<file path="src/rtl/mem_access_unit_if.sv">
// Data-memory request/acknowledge bus between the MEM-stage unit and data memory.
interface mem_access_unit_if #(
  parameter int unsigned XLEN = 32
);
  localparam int unsigned STRB_W = XLEN / 8;

  logic              req;
  logic              we;
  logic [XLEN-1:0]   addr;
  logic [STRB_W-1:0] wstrb;
  logic [XLEN-1:0]   wdata;
  logic              ack;
  logic [XLEN-1:0]   rdata;

  // Load/store unit side: issues requests, receives completion and read data
  modport master (
    output req, we, addr, wstrb, wdata,
    input  ack, rdata
  );

  // Memory side
  modport slave (
    input  req, we, addr, wstrb, wdata,
    output ack, rdata
  );
endinterface

</file>
<file path="src/rtl/mem_access_unit.sv">
// MEM-stage load/store unit: issues data-memory requests, stalls the pipeline
// while a request is outstanding, and aligns/extends load data for MEM/WB.
module mem_access_unit #(
  parameter int unsigned XLEN = 32
) (
  input  logic                  clk,
  input  logic                  rst,
  input  logic                  ex_valid,
  input  logic                  ex_mem_read,
  input  logic                  ex_mem_write,
  input  logic [2:0]            ex_funct3,
  input  logic [31:0]           ex_alu_out,
  input  logic [31:0]           ex_rs2_data,
  mem_access_unit_if.master     dm,
  output logic                  mem_stall,
  output logic                  mem_fault,
  output logic [31:0]           wb_alu_out,
  output logic [31:0]           wb_ld_data
);

  localparam int unsigned STRB_W = XLEN / 8;

  localparam logic [2:0] FN_LB  = 3'd0;
  localparam logic [2:0] FN_LH  = 3'd1;
  localparam logic [2:0] FN_LW  = 3'd2;
  localparam logic [2:0] FN_LBU = 3'd4;
  localparam logic [2:0] FN_LHU = 3'd5;

  typedef enum logic [1:0] {
    ST_IDLE = 2'd0,
    ST_WAIT = 2'd1,
    ST_DONE = 2'd2
  } state_t;

  state_t            state_q, state_d;
  logic              req_q, req_d;
  logic              we_q, we_d;
  logic [31:0]       addr_q, addr_d;
  logic [STRB_W-1:0] wstrb_q, wstrb_d;
  logic [31:0]       wdata_q, wdata_d;
  logic [2:0]        funct3_q, funct3_d;
  logic [1:0]        lane_q, lane_d;
  logic [31:0]       ld_buf_q, ld_buf_d;
  logic              fault_q, fault_d;

  logic              op_c;
  logic              legal_c;
  logic [STRB_W-1:0] st_wstrb_c;
  logic [31:0]       st_wdata_c;
  logic [7:0]        ld_byte_c;
  logic [15:0]       ld_half_c;
  logic [31:0]       ld_ext_c;

  // Decode the EX/MEM slot: is there a memory op, and is it size/alignment legal
  always_comb begin
    op_c    = ex_valid & (ex_mem_read | ex_mem_write);
    legal_c = 1'b0;
    case (ex_funct3)
      FN_LB:   legal_c = 1'b1;
      FN_LH:   legal_c = ~ex_alu_out[0];
      FN_LW:   legal_c = (ex_alu_out[1:0] == 2'b00);
      FN_LBU:  legal_c = ~ex_mem_write;
      FN_LHU:  legal_c = ~ex_mem_write & ~ex_alu_out[0];
      default: legal_c = 1'b0;
    endcase
  end

  // Store byte strobes and lane-replicated write data; loads carry none
  always_comb begin
    st_wstrb_c = '0;
    st_wdata_c = '0;
    if (ex_mem_write) begin
      case (ex_funct3)
        FN_LB: begin
          st_wstrb_c = 4'b0001 << ex_alu_out[1:0];
          st_wdata_c = {4{ex_rs2_data[7:0]}};
        end
        FN_LH: begin
          st_wstrb_c = 4'b0011 << {ex_alu_out[1], 1'b0};
          st_wdata_c = {2{ex_rs2_data[15:0]}};
        end
        FN_LW: begin
          st_wstrb_c = 4'b1111;
          st_wdata_c = ex_rs2_data;
        end
        default: begin
          st_wstrb_c = '0;
          st_wdata_c = '0;
        end
      endcase
    end
  end

  // Select the addressed lane of the returned word and sign/zero-extend it
  always_comb begin
    ld_byte_c = 8'h00;
    case (lane_q)
      2'd0: ld_byte_c = dm.rdata[7:0];
      2'd1: ld_byte_c = dm.rdata[15:8];
      2'd2: ld_byte_c = dm.rdata[23:16];
      2'd3: ld_byte_c = dm.rdata[31:24];
      default: ld_byte_c = 8'h00;
    endcase
    ld_half_c = lane_q[1] ? dm.rdata[31:16] : dm.rdata[15:0];
    ld_ext_c  = '0;
    if (!we_q) begin
      case (funct3_q)
        FN_LB:   ld_ext_c = {{24{ld_byte_c[7]}}, ld_byte_c};
        FN_LH:   ld_ext_c = {{16{ld_half_c[15]}}, ld_half_c};
        FN_LW:   ld_ext_c = dm.rdata;
        FN_LBU:  ld_ext_c = {24'h000000, ld_byte_c};
        FN_LHU:  ld_ext_c = {16'h0000, ld_half_c};
        default: ld_ext_c = '0;
      endcase
    end
  end

  // Request FSM next-state, registered-output next values and stall/writeback outputs
  always_comb begin
    state_d    = state_q;
    req_d      = req_q;
    we_d       = we_q;
    addr_d     = addr_q;
    wstrb_d    = wstrb_q;
    wdata_d    = wdata_q;
    funct3_d   = funct3_q;
    lane_d     = lane_q;
    ld_buf_d   = ld_buf_q;
    fault_d    = 1'b0;
    mem_stall  = 1'b0;
    wb_ld_data = '0;
    case (state_q)
      ST_IDLE: begin
        if (rst && op_c) begin
          if (legal_c) begin
            mem_stall = 1'b1;
            addr_d    = {ex_alu_out[31:2], 2'b00};
            we_d      = ex_mem_write;
            wstrb_d   = st_wstrb_c;
            wdata_d   = st_wdata_c;
            funct3_d  = ex_funct3;
            lane_d    = ex_alu_out[1:0];
            req_d     = 1'b1;
            state_d   = ST_WAIT;
          end else begin
            fault_d = 1'b1;
          end
        end
      end
      ST_WAIT: begin
        mem_stall = 1'b1;
        if (dm.ack) begin
          req_d    = 1'b0;
          ld_buf_d = ld_ext_c;
          state_d  = ST_DONE;
        end
      end
      ST_DONE: begin
        wb_ld_data = ld_buf_q;
        state_d    = ST_IDLE;
      end
      default: begin
        req_d   = 1'b0;
        state_d = ST_IDLE;
      end
    endcase
  end

  // State and registered outputs; async reset drops any outstanding request
  always_ff @(posedge clk or negedge rst) begin
    if (!rst) begin
      state_q  <= ST_IDLE;
      req_q    <= 1'b0;
      we_q     <= 1'b0;
      addr_q   <= '0;
      wstrb_q  <= '0;
      wdata_q  <= '0;
      funct3_q <= '0;
      lane_q   <= '0;
      ld_buf_q <= '0;
      fault_q  <= 1'b0;
    end else begin
      state_q  <= state_d;
      req_q    <= req_d;
      we_q     <= we_d;
      addr_q   <= addr_d;
      wstrb_q  <= wstrb_d;
      wdata_q  <= wdata_d;
      funct3_q <= funct3_d;
      lane_q   <= lane_d;
      ld_buf_q <= ld_buf_d;
      fault_q  <= fault_d;
    end
  end

  assign dm.req     = req_q;
  assign dm.we      = we_q;
  assign dm.addr    = addr_q;
  assign dm.wstrb   = wstrb_q;
  assign dm.wdata   = wdata_q;
  assign mem_fault  = fault_q;
  assign wb_alu_out = ex_alu_out;

endmodule

</file>
<file path="src/flat_wrapper.sv">
// flat-port wrapper written by rule: the top's interface ports become plain ports
module mem_access_unit_flat 
#(
  parameter int unsigned XLEN = 32
)
  (clk, rst, ex_valid, ex_mem_read, ex_mem_write, ex_funct3, ex_alu_out, ex_rs2_data, mem_stall, mem_fault, wb_alu_out, wb_ld_data, dm_req, dm_we, dm_addr, dm_wstrb, dm_wdata, dm_ack, dm_rdata);
  mem_access_unit_if #(.XLEN(XLEN)) dm_i ();
  input  logic clk;
  input  logic rst;
  input  logic ex_valid;
  input  logic ex_mem_read;
  input  logic ex_mem_write;
  input  logic [2:0] ex_funct3;
  input  logic [31:0] ex_alu_out;
  input  logic [31:0] ex_rs2_data;
  output logic mem_stall;
  output logic mem_fault;
  output logic [31:0] wb_alu_out;
  output logic [31:0] wb_ld_data;
  output wire logic [$bits(dm_i.req)-1:0] dm_req;
  output wire logic [$bits(dm_i.we)-1:0] dm_we;
  output wire logic [$bits(dm_i.addr)-1:0] dm_addr;
  output wire logic [$bits(dm_i.wstrb)-1:0] dm_wstrb;
  output wire logic [$bits(dm_i.wdata)-1:0] dm_wdata;
  input wire logic [$bits(dm_i.ack)-1:0] dm_ack;
  input wire logic [$bits(dm_i.rdata)-1:0] dm_rdata;
  assign dm_req = dm_i.req;
  assign dm_we = dm_i.we;
  assign dm_addr = dm_i.addr;
  assign dm_wstrb = dm_i.wstrb;
  assign dm_wdata = dm_i.wdata;
  assign dm_i.ack = dm_ack;
  assign dm_i.rdata = dm_rdata;
  mem_access_unit #(.XLEN(XLEN)) u_core (.clk(clk), .rst(rst), .ex_valid(ex_valid), .ex_mem_read(ex_mem_read), .ex_mem_write(ex_mem_write), .ex_funct3(ex_funct3), .ex_alu_out(ex_alu_out), .ex_rs2_data(ex_rs2_data), .dm(dm_i), .mem_stall(mem_stall), .mem_fault(mem_fault), .wb_alu_out(wb_alu_out), .wb_ld_data(wb_ld_data));
endmodule
</file>
<file path="config.mk">
export PLATFORM = sky130hd
export DESIGN_NAME = mem_access_unit_flat
export DESIGN_NICKNAME = d
export VERILOG_FILES = /design/src/rtl/mem_access_unit_if.sv /design/src/rtl/mem_access_unit.sv /design/src/flat_wrapper.sv
export SDC_FILE = /design/constraint.sdc
export NUM_CORES = 1
export LEC_CHECK = 0
export BUFFER_PORTS_ARGS = -buffer_cell sky130_fd_sc_hd__buf_4
export CORE_AREA = 2 2 97 122
export CTS_CLUSTER_DIAMETER = 50
export CTS_CLUSTER_SIZE = 14
export DETAILED_ROUTE_END_ITERATION = 7
export DIE_AREA = 0 0 99 124
export PLACE_DENSITY = 0.84
export SETUP_SLACK_MARGIN = 0.4
export SKIP_CTS_REPAIR_TIMING = 1
export SLEW_MARGIN = 20
export SYNTH_ARGS = -nofsm -noshare
export SYNTH_HDL_FRONTEND = slang
export SYNTH_SLANG_ARGS = --single-unit
</file>
<file path="constraint.sdc">
create_clock -name clk -period 2.9 [get_ports clk]
set_input_delay 0.435 -clock clk [delete_from_list [all_inputs] [get_ports clk]]
set_output_delay 0.435 -clock clk [all_outputs]
set_load 0.02 [all_outputs]
</file>
==> impl_metrics.ini, run 1 <==
[setup_path]
r2r_end = u_core.ld_buf_q[18]
worstPathBufferInverterCount = 1
end_kind = flip-flop
crit_family = compound AO/OA/AOI/OAI gates
r2r-start = u_core.lane_q[1]
worstSetupStartpointType = flip-flop
crit_chain = buf_4, or3_1, o22ai_2, a211oi_1, o21ai_0
reg2reg_slack_ps = 760
required_ps = 3160
crit_slowest_cell = dfrtp_1
critPathArrivalTime_ps = 2400
ff2ff_path_depth = 5
crit_path_max_incr_delay_ps = 590
critPathMaxFanout = 17
worstSetupPathType = flip-flop to flip-flop

[run]
maxCapViolations = 0

[global_route]
grt_usage_pct = 25.50
overflow = 0
grt_pass1_wl_um = 24540
grt_max_degree = 64
grt_pass1_vias = 4874
antenna_found_initial = 0

[placed_design]
dp_cells = 874
gp_congestion = 0.9792
dp_hpwl_um = 12250
io_buffers = 238

[route]
wl_met3_um = 1265
via_count = 4945
viasPerCell = 5.562
first_iter_violations = 174
dr.max_layer_used = met4
drc = 0
drt-pass1-iter-count = 4
routed_wirelength_um = 15850
avgRoutedWirePerCell_um = 17.83
m1WireLength_um = 5846
wl_met2_um = 8407
antenna_left = 0

[power_and_ir_drop]
p_leak_uw = 0.003776
irDropWorstVdd_v = 0.0003745
powerDensity_nw_per_um2 = 708.8

[synthesis]
synth_edf_count = 0
synth_top_cell_area_share_pct = 47.95
syn_avg_cell_area_sq_um = 10.01
syn_inst = 563
synth_flop_cell = dfrtp_1
yosys.area.top_type = dfrtp_1
async_flop_share_pct = 100.0
yosys-top-cells-area = dfrtp_1 48%, nand2_1 5.9%, buf_4 4.8%
yosys_warnings = 0
netlist_area_sq_um = 5637
seq_area_frac_synth_pct = 47.95
synth_cell_types = 43
synth-seq-cells = 108

[layout]
final_cells = 889
final_nets = 855
drive_gt1_share_pct = 40.32
utilization_pct = 68.62
mostFrequentLayoutCells = 250 x buf_4, 108 x dfrtp_1, 88 x nand2_1
diodes = 0
final_common_cell = buf_4
areaGrowthSynthToFinish_pct = 34.27

[cts]
clock_tree.buffer_depth = 2
h-tree-depth = 3
cts_tree = built
numCtsBuffers = 9
clkTransAtPathRegs_ps = 70
clock-sinks = 108
cts_root_buf = clkbuf_16
clk_latency_ps = 340

[sta]
relSlewSlack_pct = 31.38
fin_crit_sh_pct = 73.81
worst_pin_slew_ps = 1024
tns_ps = 0
finalHoldViolations = 0
fin_crit_ps = 2140
whs_ps = 289.4
setup_viol = 0
fmax_ghz = 0.4672
rsz0062_at_grt = no
fin_skew_ps = 8.607
slew_violations = 0

[hold_path]
worstHoldPathType = input port to asynchronous set/reset pin

[floorplan]
die_h_um = 124
start_util_pct = 51.11
die_w_um = 99
core_area_sq_um = 11030
die-area_sq_um = 12280
pin_count = 241
row_count = 43

[run_status]
status = complete, no violations
per-stage QoR:
| stage | setup slack [ps] | cell area, sq um | power, uW |
|---|---|---|---|
| 3_5_place_dp | 790.1 | 7247 | 4067 |
| 4_1_cts | 783.5 | 7569 | 5399 |
| 5_1_grt | 624.8 | 7569 | 5659 |
| 6_report | 759.6 | 7569 | 5364 |
| 2_1_floorplan | 1056 | 5640 | 3299 |
| 3_3_place_gp | 837.4 | 7247 | 3979 |
power by group:
| part | total (uW) | internal, uW | switching [uW] |
|---|---|---|---|
| clock | 1320 | 763 | 560 |
| sequential | 2210 | 1920 | 295 |
| combinational | 1830 | 850 | 977 |
synthesized netlist by cell type (2+ instances only):
cell         n
o211ai_1     7
nor2_1      21
mux2_4      10
a2bb2oi_1    7
nor2b_1     12
mux2_1       3
o21ai_1     15
mux2i_1     26
o2bb2ai_1    8
a22oi_1      7
a211oi_1    16
buf_2       15
nand2b_1     4
buf_6        2
buf_4       36
clkbuf_1    22
o31ai_1     24
mux2_2      22
inv_1        2
dfrtp_1    108
and2_1      33
o21ai_0     30
a21oi_1     26
nand2_1     88
registers in the layout, summed over array words and instances (netlist names):
| signal | count |
|---|---|
| u_core.dm.addr | 30 |
| u_core.lane_q | 2 |
| u_core.dm.wstrb | 4 |
| u_core.dm.we | 1 |
| u_core.funct3_q | 3 |
| u_core.ld_buf_q | 32 |
| u_core.mem_fault | 1 |
| u_core.dm.req | 1 |
| u_core.dm.wdata | 32 |
| u_core.state_q | 2 |
worst reg2reg max path: stages, from the launching register on:
cell	delay, ps
dfrtp_1	590
buf_4	310
or3_1	330
o22ai_2	540
a211oi_1	100
o21ai_0	190
how the worst max path moves through the flow:
stage | startpoint | end | cells past startpoint
final | u_core.lane_q[1] | u_core.ld_buf_q[18] | 5
after global routing | u_core.lane_q[1] | u_core.ld_buf_q[7] | 5
after CTS | u_core.lane_q[1] | u_core.ld_buf_q[18] | 5
after detailed placement | u_core.lane_q[1] | u_core.ld_buf_q[18] | 5
after global placement | u_core.lane_q[1] | u_core.ld_buf_q[7] | 5
after floorplan | ex_alu_out[0] | mem_stall | 5
area by class of cell:
cell class,count,area [sq um]
fill,831,3461
inverter,2,7.507
sequential,108,2703
clock buffer,9,225.2
multi-input combinational,379,2491
clock inverter,6,96.34
timing repair buffer,250,1877
tap,135,168.9
layer usage:
| metal | vias up | track usage [%] |
|---|---|---|
| met2 | 217 | 44.59 |
| met4 | 0 | 8.904 |
| met5 | - | 0 |
| met3 | 26 | 6.285 |
| met1 | 2398 | 30.79 |
| li1 | 2304 | - |
cell families after synthesis:
family	share of synthesized area, %
muxes	12.28
AOI/OAI and AO/OA	17.23
and+or+nand+nor	14.36
buffers and inverters	8.124
other	0.06653
DFF	47.95
No activity file was read; power rests on OpenSTA's default activity.
==> run 2: changes to the inputs <==
Settings changed: CORE_AREA 2 2 97 122 to 2 2 100 127, DIE_AREA 0 0 99 124 to 0 0 102 129, PLACE_DENSITY 0.84 to 0.79.
Clock period 2.9 ns to 2.2 ns, I/O delays scaled along.
==> run 2 against run 1 <==
Non-clock buffer count rose by 17; critical path type is now flip-flop to output port; design area rose by 4.5%; first-iteration DRC count up 30%; highest routed layer unchanged; cell count rose by 5.4%; register-to-register slack got worse by 270 ps; clock-buffer cell count stayed put; die area up 7.2%; combinational power rose by 42%.
==> impl_metrics.ini, run 2 (synthesized netlist as in run 1, its figures left out) <==
[cts]
clock-sinks = 108
clk_latency_ps = 350
clock_tree.buffer_depth = 2
cts_root_buf = clkbuf_16
h-tree-depth = 3
clkTransAtPathRegs_ps = 80
cts_tree = built
numCtsBuffers = 9

[layout]
multi_input_area_sq_um = 2554
final_nets = 873
nFillCells = 972
areaGrowthSynthToFinish_pct = 40.27
final_common_cell = buf_4
final_cells = 937
mostFrequentLayoutCells = 241 x buf_4, 107 x dfrtp_1, 88 x nand2_1
diodes = 0
drive_gt1_share_pct = 44.24
seq_area_sq_um = 2704

[sta]
slew_violations = 0
relSlewSlack_pct = 48.33
finalHoldViolations = 0
worst_pin_slew_ps = 775.0
fin_crit_sh_pct = 89.59
tns_ps = 0
rsz0062_at_grt = yes
setup_viol = 0
fin_crit_ps = 1971
fin_skew_ps = 6.870
fmax_ghz = 0.5073
setup_ws_ps = 229.0

[floorplan]
core_area_sq_um = 11940
die_h_um = 129
pin_count = 241
row_count = 45
die-area_sq_um = 13160
start_util_pct = 47.22
die_w_um = 102

[setup_path]
r2r-start = u_core.funct3_q[0]
required_ps = 1870
endpoint = mem_stall
worstSetupStartpointType = flip-flop
worstSetupPathType = flip-flop to output port
critPathArrivalTime_ps = 1640
end_kind = output port
critPathMaxFanout = 13
ff2ff_path_depth = 6
worstSetupStartpoint = u_core.state_q[1]
reg2reg_slack_ps = 490
r2r_end = u_core.ld_buf_q[31]

[global_route]
grt_usage_pct = 24.14
grt_pass1_wl_um = 24470
grt_max_degree = 87
overflow = 0
antenna_found_initial = 0
grt_pass1_vias = 4799

[run_status]
status = complete, no violations

[route]
via_count = 5031
first_iter_violations = 226
viasPerCell = 5.369
drc = 0
avgRoutedWirePerCell_um = 18.07
drt-pass1-iter-count = 5
antenna_left = 0
routed_wirelength_um = 16930

[power_and_ir_drop]
p_comb_share_pct = 36.2
intPower_uw = 4634
p_clk_share_pct = 23.6
irDropWorstVdd_v = 0.0005172
power.share.switching_pct = 35.20
p_leak_uw = 0.003920
powerDensity_nw_per_um2 = 904.5
power_switching_uw = 2517
p_seq_share_pct = 40.2

[placed_design]
gp_congestion = 0.8779
io_buffers = 238
dp_cells = 908
dp_hpwl_um = 12450
pre_cts_ws_ps = 235.5

[hold_path]
worstHoldPathType = input port to asynchronous set/reset pin

[run]
maxCapViolations = 0
[run 2: cell types whose count changed in the layout (fill, tap and decap cells not counted), moves of 2 or more]
cell,previous run,this run
and2_1,33,17
o21ai_1,15,17
and2_4,0,16
buf_6,0,22
o21ai_0,30,28
buf_4,250,241
buf_12,0,2
[run 2: layout make-up]
type                       instances  area share (%)
clock inverter                     7           1.029
timing repair buffer             267           26.93
inverter                           2         0.09495
sequential                       108           34.20
multi-input combinational        380           32.30
clock buffer                       9           2.849
tap                              164           2.595
[run 2: how the worst min path moves through the flow]
stage,start,endpoint,depth (start not counted)
floorplan,rst,u_core.dm.addr[10],0
global placement,u_core.ld_buf_q[31],u_core.ld_buf_q[31],2
detailed placement,u_core.ld_buf_q[3],u_core.ld_buf_q[3],2
CTS,rst,u_core.ld_buf_q[1],2
global route,rst,u_core.ld_buf_q[6],2
finish,rst,u_core.lane_q[1],2
[run 2: through the flow]
step                hold slack, ps  utilization [%]  total power (uW)  cell area (sq um)
floorplan                    34.41                -              4348               5640
finish                       102.5            66.24              7151               7906
global placement             456.2            61.44              5308               7333
CTS                          123.9            64.00              7096               7640
detailed placement           463.8            61.44              5413               7333
global route                 148.7            66.24              7520               7906
[run 2: power by group through the flow]
| stage | Sequential [uW] | Clock (uW) | Combinational [uW] |
|---|---|---|---|
| 3_3_place_gp | 2870 | 0 | 2440 |
| 4_1_cts | 2860 | 1710 | 2520 |
| 5_1_grt | 2940 | 1800 | 2780 |
| 3_5_place_dp | 2900 | 0 | 2520 |
| 2_1_floorplan | 3150 | 0 | 1200 |
| 6_report | 2870 | 1690 | 2590 |
[run 2: worst max-delay path, stage by stage (launching register included)]
cell and delay [ps]:
dfrtp_1 400, and4bb_2 340, o221ai_4 140, buf_12 180, nand2_1 80, buf_4 140
[run 2: per-layer routing]
layer / vias to the layer above / share of wire (%) / GRT usage [%] / routed length [um]
met3: 29 / 7.3 / 4.671 / 1229
met2: 241 / 52 / 42.30 / 8885
met5: - / 0 / 0 / 0
met4: 0 / 2.6 / 9.255 / 447
li1: 2355 / - / - / -
met1: 2406 / 38 / 29.14 / 6370
